==> src/rtl/mips_pkg.sv <==
// Shared types and encodings for the multicycle MIPS control path.
package mips_pkg;

   typedef enum logic [3:0] {
      FETCH    = 4'd0,
      DECODE   = 4'd1,
      MEMADR   = 4'd2,
      MEMREAD  = 4'd3,
      MEMWB    = 4'd4,
      MEMWRITE = 4'd5,
      EXECUTE  = 4'd6,
      ALUWB    = 4'd7,
      BRANCH   = 4'd8,
      ADDIEXEC = 4'd9,
      ADDIWB   = 4'd10,
      JUMP     = 4'd11
   } state_t;

   localparam logic [5:0] OP_RTYPE = 6'b000000;
   localparam logic [5:0] OP_LW    = 6'b100011;
   localparam logic [5:0] OP_SW    = 6'b101011;
   localparam logic [5:0] OP_BEQ   = 6'b000100;
   localparam logic [5:0] OP_ADDI  = 6'b001000;
   localparam logic [5:0] OP_J     = 6'b000010;

   localparam logic [5:0] FN_ADD = 6'b100000;
   localparam logic [5:0] FN_SUB = 6'b100010;
   localparam logic [5:0] FN_AND = 6'b100100;
   localparam logic [5:0] FN_OR  = 6'b100101;
   localparam logic [5:0] FN_SLT = 6'b101010;

   localparam logic [2:0] ALU_ADD = 3'b010;
   localparam logic [2:0] ALU_SUB = 3'b110;
   localparam logic [2:0] ALU_AND = 3'b000;
   localparam logic [2:0] ALU_OR  = 3'b001;
   localparam logic [2:0] ALU_SLT = 3'b111;

endpackage

==> src/rtl/alu_decoder.sv <==
// R-type funct field to ALU operation, with a legality flag for unsupported functs.
module alu_decoder
   import mips_pkg::*;
(
   input  logic [5:0] funct,
   output logic [2:0] alu_control,
   output logic       legal
);

   always_comb begin
      alu_control = ALU_ADD;
      legal       = 1'b1;
      case (funct)
         FN_ADD:  alu_control = ALU_ADD;
         FN_SUB:  alu_control = ALU_SUB;
         FN_AND:  alu_control = ALU_AND;
         FN_OR:   alu_control = ALU_OR;
         FN_SLT:  alu_control = ALU_SLT;
         default: legal       = 1'b0;
      endcase
   end

endmodule

==> src/rtl/multicycle_control.sv <==
// Control FSM for the multicycle MIPS datapath: one state per cycle, outputs
// decoded from the state register, memory accesses stretched by mem_ready.
module multicycle_control
   import mips_pkg::*;
#(
   parameter int STATE_W = 4
) (
   input  logic               clk,
   input  logic               reset,
   input  logic [5:0]         op,
   input  logic [5:0]         funct,
   input  logic               zero,
   input  logic               mem_ready,
   output logic               mem_req,
   output logic               iord,
   output logic               mem_write,
   output logic               ir_write,
   output logic               reg_dst,
   output logic               mem_to_reg,
   output logic               reg_write,
   output logic               alu_srca,
   output logic [1:0]         alu_srcb,
   output logic [2:0]         alu_control,
   output logic [1:0]         pc_src,
   output logic               pc_en,
   output logic               illegal_op,
   output logic [STATE_W-1:0] state
);

   state_t     state_q;
   logic       is_sw_q;
   logic [2:0] fn_alu;
   logic       fn_legal;
   logic       op_known;

   alu_decoder u_alu_decoder (
      .funct       (funct),
      .alu_control (fn_alu),
      .legal       (fn_legal)
   );

   always_comb begin
      op_known = 1'b0;
      case (op)
         OP_LW, OP_SW, OP_RTYPE, OP_BEQ, OP_ADDI, OP_J: op_known = 1'b1;
         default:                                       op_known = 1'b0;
      endcase
   end

   // MEMADR cannot look at op, so the lw/sw choice is captured in DECODE.
   always_ff @(posedge clk) begin
      if (reset) begin
         state_q <= FETCH;
         is_sw_q <= 1'b0;
      end else begin
         case (state_q)
            FETCH:    if (mem_ready) state_q <= DECODE;
            DECODE: begin
               is_sw_q <= (op == OP_SW);
               case (op)
                  OP_LW, OP_SW: state_q <= MEMADR;
                  OP_RTYPE:     state_q <= fn_legal ? EXECUTE : FETCH;
                  OP_BEQ:       state_q <= BRANCH;
                  OP_ADDI:      state_q <= ADDIEXEC;
                  OP_J:         state_q <= JUMP;
                  default:      state_q <= FETCH;
               endcase
            end
            MEMADR:   state_q <= is_sw_q ? MEMWRITE : MEMREAD;
            MEMREAD:  if (mem_ready) state_q <= MEMWB;
            MEMWRITE: if (mem_ready) state_q <= FETCH;
            EXECUTE:  state_q <= ALUWB;
            ADDIEXEC: state_q <= ADDIWB;
            default:  state_q <= FETCH;
         endcase
      end
   end

   always_comb begin
      mem_req     = 1'b0;
      iord        = 1'b0;
      mem_write   = 1'b0;
      ir_write    = 1'b0;
      reg_dst     = 1'b0;
      mem_to_reg  = 1'b0;
      reg_write   = 1'b0;
      alu_srca    = 1'b0;
      alu_srcb    = 2'b00;
      alu_control = ALU_ADD;
      pc_src      = 2'b00;
      pc_en       = 1'b0;
      illegal_op  = 1'b0;
      case (state_q)
         FETCH: begin
            mem_req  = 1'b1;
            alu_srcb = 2'b01;
            ir_write = mem_ready;
            pc_en    = mem_ready;
         end
         DECODE: begin
            alu_srcb   = 2'b11;
            illegal_op = !op_known || (op == OP_RTYPE && !fn_legal);
         end
         MEMADR: begin
            alu_srca = 1'b1;
            alu_srcb = 2'b10;
         end
         MEMREAD: begin
            mem_req = 1'b1;
            iord    = 1'b1;
         end
         MEMWB: begin
            reg_write  = 1'b1;
            mem_to_reg = 1'b1;
         end
         MEMWRITE: begin
            mem_req   = 1'b1;
            iord      = 1'b1;
            mem_write = 1'b1;
         end
         EXECUTE: begin
            alu_srca    = 1'b1;
            alu_control = fn_alu;
         end
         ALUWB: begin
            reg_write = 1'b1;
            reg_dst   = 1'b1;
         end
         BRANCH: begin
            alu_srca    = 1'b1;
            alu_control = ALU_SUB;
            pc_src      = 2'b01;
            pc_en       = zero;
         end
         ADDIEXEC: begin
            alu_srca = 1'b1;
            alu_srcb = 2'b10;
         end
         ADDIWB:   reg_write = 1'b1;
         JUMP: begin
            pc_src = 2'b10;
            pc_en  = 1'b1;
         end
         default: ;
      endcase
      // Strobes are suppressed while reset is held so an aborted access never writes.
      if (reset) begin
         mem_req    = 1'b0;
         mem_write  = 1'b0;
         ir_write   = 1'b0;
         reg_write  = 1'b0;
         pc_en      = 1'b0;
         illegal_op = 1'b0;
      end
   end

   assign state = STATE_W'(state_q);

endmodule

==> config.mk <==
export PLATFORM = sky130hd
export DESIGN_NAME = multicycle_control
export DESIGN_NICKNAME = d
export VERILOG_FILES = /design/src/rtl/mips_pkg.sv /design/src/rtl/alu_decoder.sv /design/src/rtl/multicycle_control.sv
export SDC_FILE = /design/constraint.sdc
export NUM_CORES = 1
export LEC_CHECK = 0
export ABC_CLOCK_PERIOD_IN_PS = 2000
export CORE_UTILIZATION = 50
export CTS_CLUSTER_DIAMETER = 50
export DETAILED_ROUTE_END_ITERATION = 8
export DONT_BUFFER_PORTS = 1
export GPL_ROUTABILITY_DRIVEN = 1
export HOLD_SLACK_MARGIN = 0.15
export PLACE_DENSITY = 0.62
export SLEW_MARGIN = 20
export SYNTH_ARGS = -nofsm -noshare
export SYNTH_HDL_FRONTEND = slang
export SYNTH_SLANG_ARGS = --single-unit
export TNS_END_PERCENT = 50
==> constraint.sdc <==
create_clock -name clk -period 2 [get_ports clk]
set_input_delay 0.4 -clock clk [delete_from_list [all_inputs] [get_ports clk]]
set_output_delay 0.4 -clock clk [all_outputs]
set_load 0.05 [all_outputs]
# Yosys cells after proc, flatten, opt, wreduce, memory -nomap -nowiden
# Cells that the tools add are included.
# op_classes
eq_ne	24
muxes	29
reduce_logical	15
# op_table
operator	n
6-bit == test (second input constant)	7
4-bit case mux with 7 select lines	1
4-bit case mux with 5 select lines	1
1-bit two-way mux	17
4-bit by 3-bit == test with 1-bit output (second input constant)	4
4-bit == test (second input constant)	4
4-bit two-way mux	3
3-bit case mux with 4 select lines	1
4-bit by 2-bit == test with 1-bit output (second input constant)	2
6-bit by 2-bit == test with 1-bit output (second input constant)	1
6-bit by 3-bit == test with 1-bit output (second input constant)	1
6-bit by 4-bit == test with 1-bit output (second input constant)	1
6-bit logical NOT	1
3-bit two-way mux	2
2-bit inequality test (second input constant)	3
2-bit case mux with 3 select lines	1
3-bit case mux with 2 select lines	1
2-bit OR reduction	3
3-bit OR reduction	2
6-bit OR reduction	1
5-bit OR reduction	1
4-bit by 1-bit == test with 1-bit output (second input constant)	1
4-bit logical NOT	1
2-bit case mux with 2 select lines	1
6 further kinds	7
# word_totals
reg_bits	5
inputBits	16
wordCells	70

# Logic depth before layout (Yosys ltp)
# depth
word_depth	8
ltp_mapped	5

# Cells and area by module
# A second synthesis with hierarchy kept.
# unflattened
hier_cells	103
hier_area_um2	688.2
# by_module_without_submodules
mod	n_inst	cells_per_inst	area_each_um2	seq_area_each_um2
multicycle_control	1	94	601.8	100.1
alu_decoder	1	9	86.3	0.0

# Worst setup path before layout
# OpenSTA, ideal clock, no wires.
# synth_path
path_kind	flip-flop to output port
from	reg state_q[2] (netlist: state[2])
to	out mem_write
arrival_time_ps	2793
required_time_ps	1600
slack_ps	-1193
path_stages_with_launch	5
path_cell_list	dfxtp_1 > clkbuf_1 > clkbuf_1 > nand2_1 > nor4_1
# synth_between
elab_chain_cells	3
# synth_rtl
element	line	rtl
from (decl)	multicycle_control.sv:30	state_t state_q;
from (signal assigned)	multicycle_control.sv:62	OP_RTYPE: state_q <= fn_legal ? EXECUTE : FETCH;
from (signal assigned)	multicycle_control.sv:69	MEMADR: state_q <= is_sw_q ? MEMWRITE : MEMREAD;
4-bit by 3-bit == test with 1-bit output	multicycle_control.sv:93	case (state_q)
1-bit two-way mux	multicycle_control.sv:93	
1-bit two-way mux	multicycle_control.sv:147	if (reset) begin
to (decl)	multicycle_control.sv:16	output logic mem_write,
# Every way passes these cells.

# Final worst setup path
# layout_path
from	reg state_q[3] (netlist: state[3])
to	out illegal_op
# layout_between
elab_chain_cells	3
# layout_rtl
element	line	rtl
4-bit by 1-bit == test with 1-bit output	multicycle_control.sv:93	
1-bit two-way mux	multicycle_control.sv:93	
1-bit two-way mux	multicycle_control.sv:147	
to (decl)	multicycle_control.sv:26	output logic illegal_op,
# Every way passes these cells.

==> flow_metrics.tcl <==
set metrics [dict create \
    status "complete, no violations" \
    ys_seq_area_share_pct 14.0 \
    grt_pass1_wl_mm 3.04 \
    clock_latency_ns 0.24 \
    area_delta_synth_final_pct 66.3 \
    clk_pin_slew_ns 0.05 \
    fin_tns_setup_ns 0 \
    cap_violations 0 \
    numCtsBuffers 3 \
    start_util_pct 54.3 \
    io_buffer_count 0 \
    synth-seq-cells 5 \
    clock_path_buffers 2 \
    synth_area_per_cell_um2 6.75 \
    tritoncts "built" \
    endpoint_kind "output pin" \
    powerDensity_nw_per_um2 300 \
    path_cells "or4b_4 -> nor2_2 -> o31a_1 -> buf_12" \
    finalHoldViolCount 0 \
    slew_headroom_pct 61.3 \
    clock-root-buffer "clkbuf_4" \
    finalPower_mw 0.357 \
    track_usage_pct 28.4 \
    post-route-period-util_pct 99.6 \
    fillers 62 \
    arrival_ns 1.59 \
    vias 903 \
    coreArea_um2 1320 \
    finish.net_count 144 \
    h-tree-depth 1 \
    avgRoutedWirePerCell_um 16.7 \
    globalplace.congestion 0.828 \
    final_cell_mix "buf_4, nand2b_1, buf_12, nand2_1, nor2_1" \
    drtPass1Iterations 4 \
    cp-start-kind "flip-flop" \
    ys_warn_count 0 \
    worst_pin_slew_ns 0.581 \
    slowest_delay_ns 0.55 \
    utilization_pct 90.3 \
    finalSetupViolations 0 \
    grt_overflow 0 \
    routed_wl_mm 2.37 \
    leakage_nw 0.411 \
    ioPinCount 37 \
    min_path_type "in2reg" \
    final_common_cell "buf_4" \
    fin_crit_ns 1.99 \
    layout.area.seq_um2 113 \
    rsz0062_at_grt "true" \
    ir_worst_vdd_v 0.000434 \
    dr.first_iter.drc_count 21 \
    drive_gt1_share_pct 45.7 \
    grt_pass1_vias 751 \
    slowest_stage "or4b_4" \
    grt_max_degree 15 \
    ant_nets 0 \
    drc_errors 0 \
    final-max-slew-violation-count 0 \
    post-dp-hpwl_mm 1.50 \
    die_width_um 39.8 \
    cts.sinks 5 \
    final_cells 142 \
    die_h_um 39.8 \
    synthCells 106 \
    crit_type "reg2out" \
    die-area_um2 1590 \
    vias_per_cell 6.36 \
    worstPathRequired_ns 1.60 \
    diodes 0 \
    max_freq_ghz 0.502 \
    skew_ns 0.00219 \
    netlist_area_um2 716 \
    cp_max_fo 7 \
    antenna_found_initial 0 \
    multi_input_area_um2 716 \
    dp.cells 134 \
    synth_cell_type_count 36 \
    postSynthNetCount 122 \
    row_count 13 \
]
## path summary, 6_finish.rpt
| check | startpoint | endpoint | slack, ns | depth (start not counted) |
|---|---|---|---|---|
| setup / recovery | state[3]$_SDFFE_PP0P_ | illegal_op | 0.008 | 4 |
| hold / removal | reset | state[2]$_SDFFE_PP0P_ | 0.23 | 1 |
| setup reg to reg | state[2]$_SDFFE_PP0P_ | state[0]$_SDFFE_PP0P_ | 0.31 | 5 |
| hold reg to reg | is_sw_q$_SDFFE_PP0P_ | is_sw_q$_SDFFE_PP0P_ | 0.54 | 2 |
## per-stage QoR
| step | setup WS (ns) | hold WS, ns | instance area, um^2 |
|---|---|---|---|
| floorplan | -0.0731 | 0.467 | 855 |
| global placement | 0.0494 | 0.472 | 1070 |
| detailed placement | 0.0396 | 0.474 | 1070 |
| CTS | 0.000774 | 0.224 | 1110 |
| global route | -0.0480 | 0.218 | 1190 |
| finish | 0.00790 | 0.228 | 1190 |
## power breakdown
| part | total, mW | switching, mW | internal, mW | leakage, nW |
|---|---|---|---|---|
| Clock | 0.119 | 0.0433 | 0.0756 | 0.0150 |
| Combinational | 0.137 | 0.0760 | 0.0607 | 0.352 |
| Sequential | 0.102 | 0.00362 | 0.0980 | 0.0433 |
## registers in the layout, indices dropped and copies added, names as in the netlist
register  count
state         4
is_sw_q       1
## cell type report
class	instances	share of cell area, %
multi-input combinational	90	60.1
clock buffer	4	2.21
sequential	5	9.46
timing repair buffer	25	25.7
tap	15	1.58
inverter	3	0.946
## kinds of logic (layout without fill, tap and decap cells)
group | count (synthesis) | in the layout | share of synthesized area (%)
xor+xnor | 4 | 4 | 4.90
compound gates | 28 | 28 | 29.4
flops | 5 | 5 | 14.0
buf+inv | 11 | 32 | 6.82
fa+ha+maj | 1 | 1 | 1.57
simple gates | 57 | 57 | 43.4
## critical path: cells and delay by family (launching register included)
family / cells / cell delay, ns
buf+inv: 1 / 0.14
flops: 1 / 0.37
compound gates: 1 / 0.18
simple gates: 2 / 0.65
## metal layers
| layer | global-route usage [%] | wire [um] |
|---|---|---|
| met5 | 0 | 0 |
| met4 | 7.76 | 66 |
| met3 | 4.55 | 128 |
| met2 | 52.0 | 1190 |
| met1 | 33.0 | 983 |
## synth_stat cells
library cell / count / area [um^2]
a22oi_1: 2 / 15.0
xnor2_1: 1 / 8.76
o21ai_0: 5 / 25.0
nor4_1: 4 / 25.0
a2111oi_0: 1 / 8.76
nand3b_1: 2 / 15.0
inv_1: 3 / 11.3
xor2_1: 3 / 26.3
nand3_1: 3 / 15.0
and3_1: 1 / 6.26
or4b_1: 1 / 10.0
o21a_1: 1 / 7.51
nor3_1: 9 / 45.0
or2_4: 1 / 8.76
a21oi_1: 6 / 30.0
or2_2: 1 / 6.26
o31a_1: 1 / 8.76
dfxtp_1: 5 / 100
a211oi_1: 3 / 22.5
or2_1: 1 / 6.26
or4_1: 2 / 15.0
nor2b_1: 3 / 18.8
o32a_1: 1 / 10.0
a2111oi_4: 1 / 27.5
buf_6: 1 / 11.3
o21bai_1: 1 / 7.51
nand2_1: 7 / 26.3
o21ai_1: 1 / 5.00
maj3_2: 1 / 11.3
o22ai_2: 1 / 12.5
o22a_1: 2 / 17.5
nand2b_1: 9 / 56.3
a31oi_1: 2 / 12.5
or3_1: 3 / 18.8
clkbuf_1: 7 / 26.3
nor2_1: 10 / 37.5
## what timing repair did
item                                    CTS  global route
endpoints found under the setup margin    4             6
pin swaps                                 0             2
hold buffers                              0             0
setup buffers                             1             2
resized for setup                         4             8
gates cloned                              0             1
(Power assumes the default switching activity.)
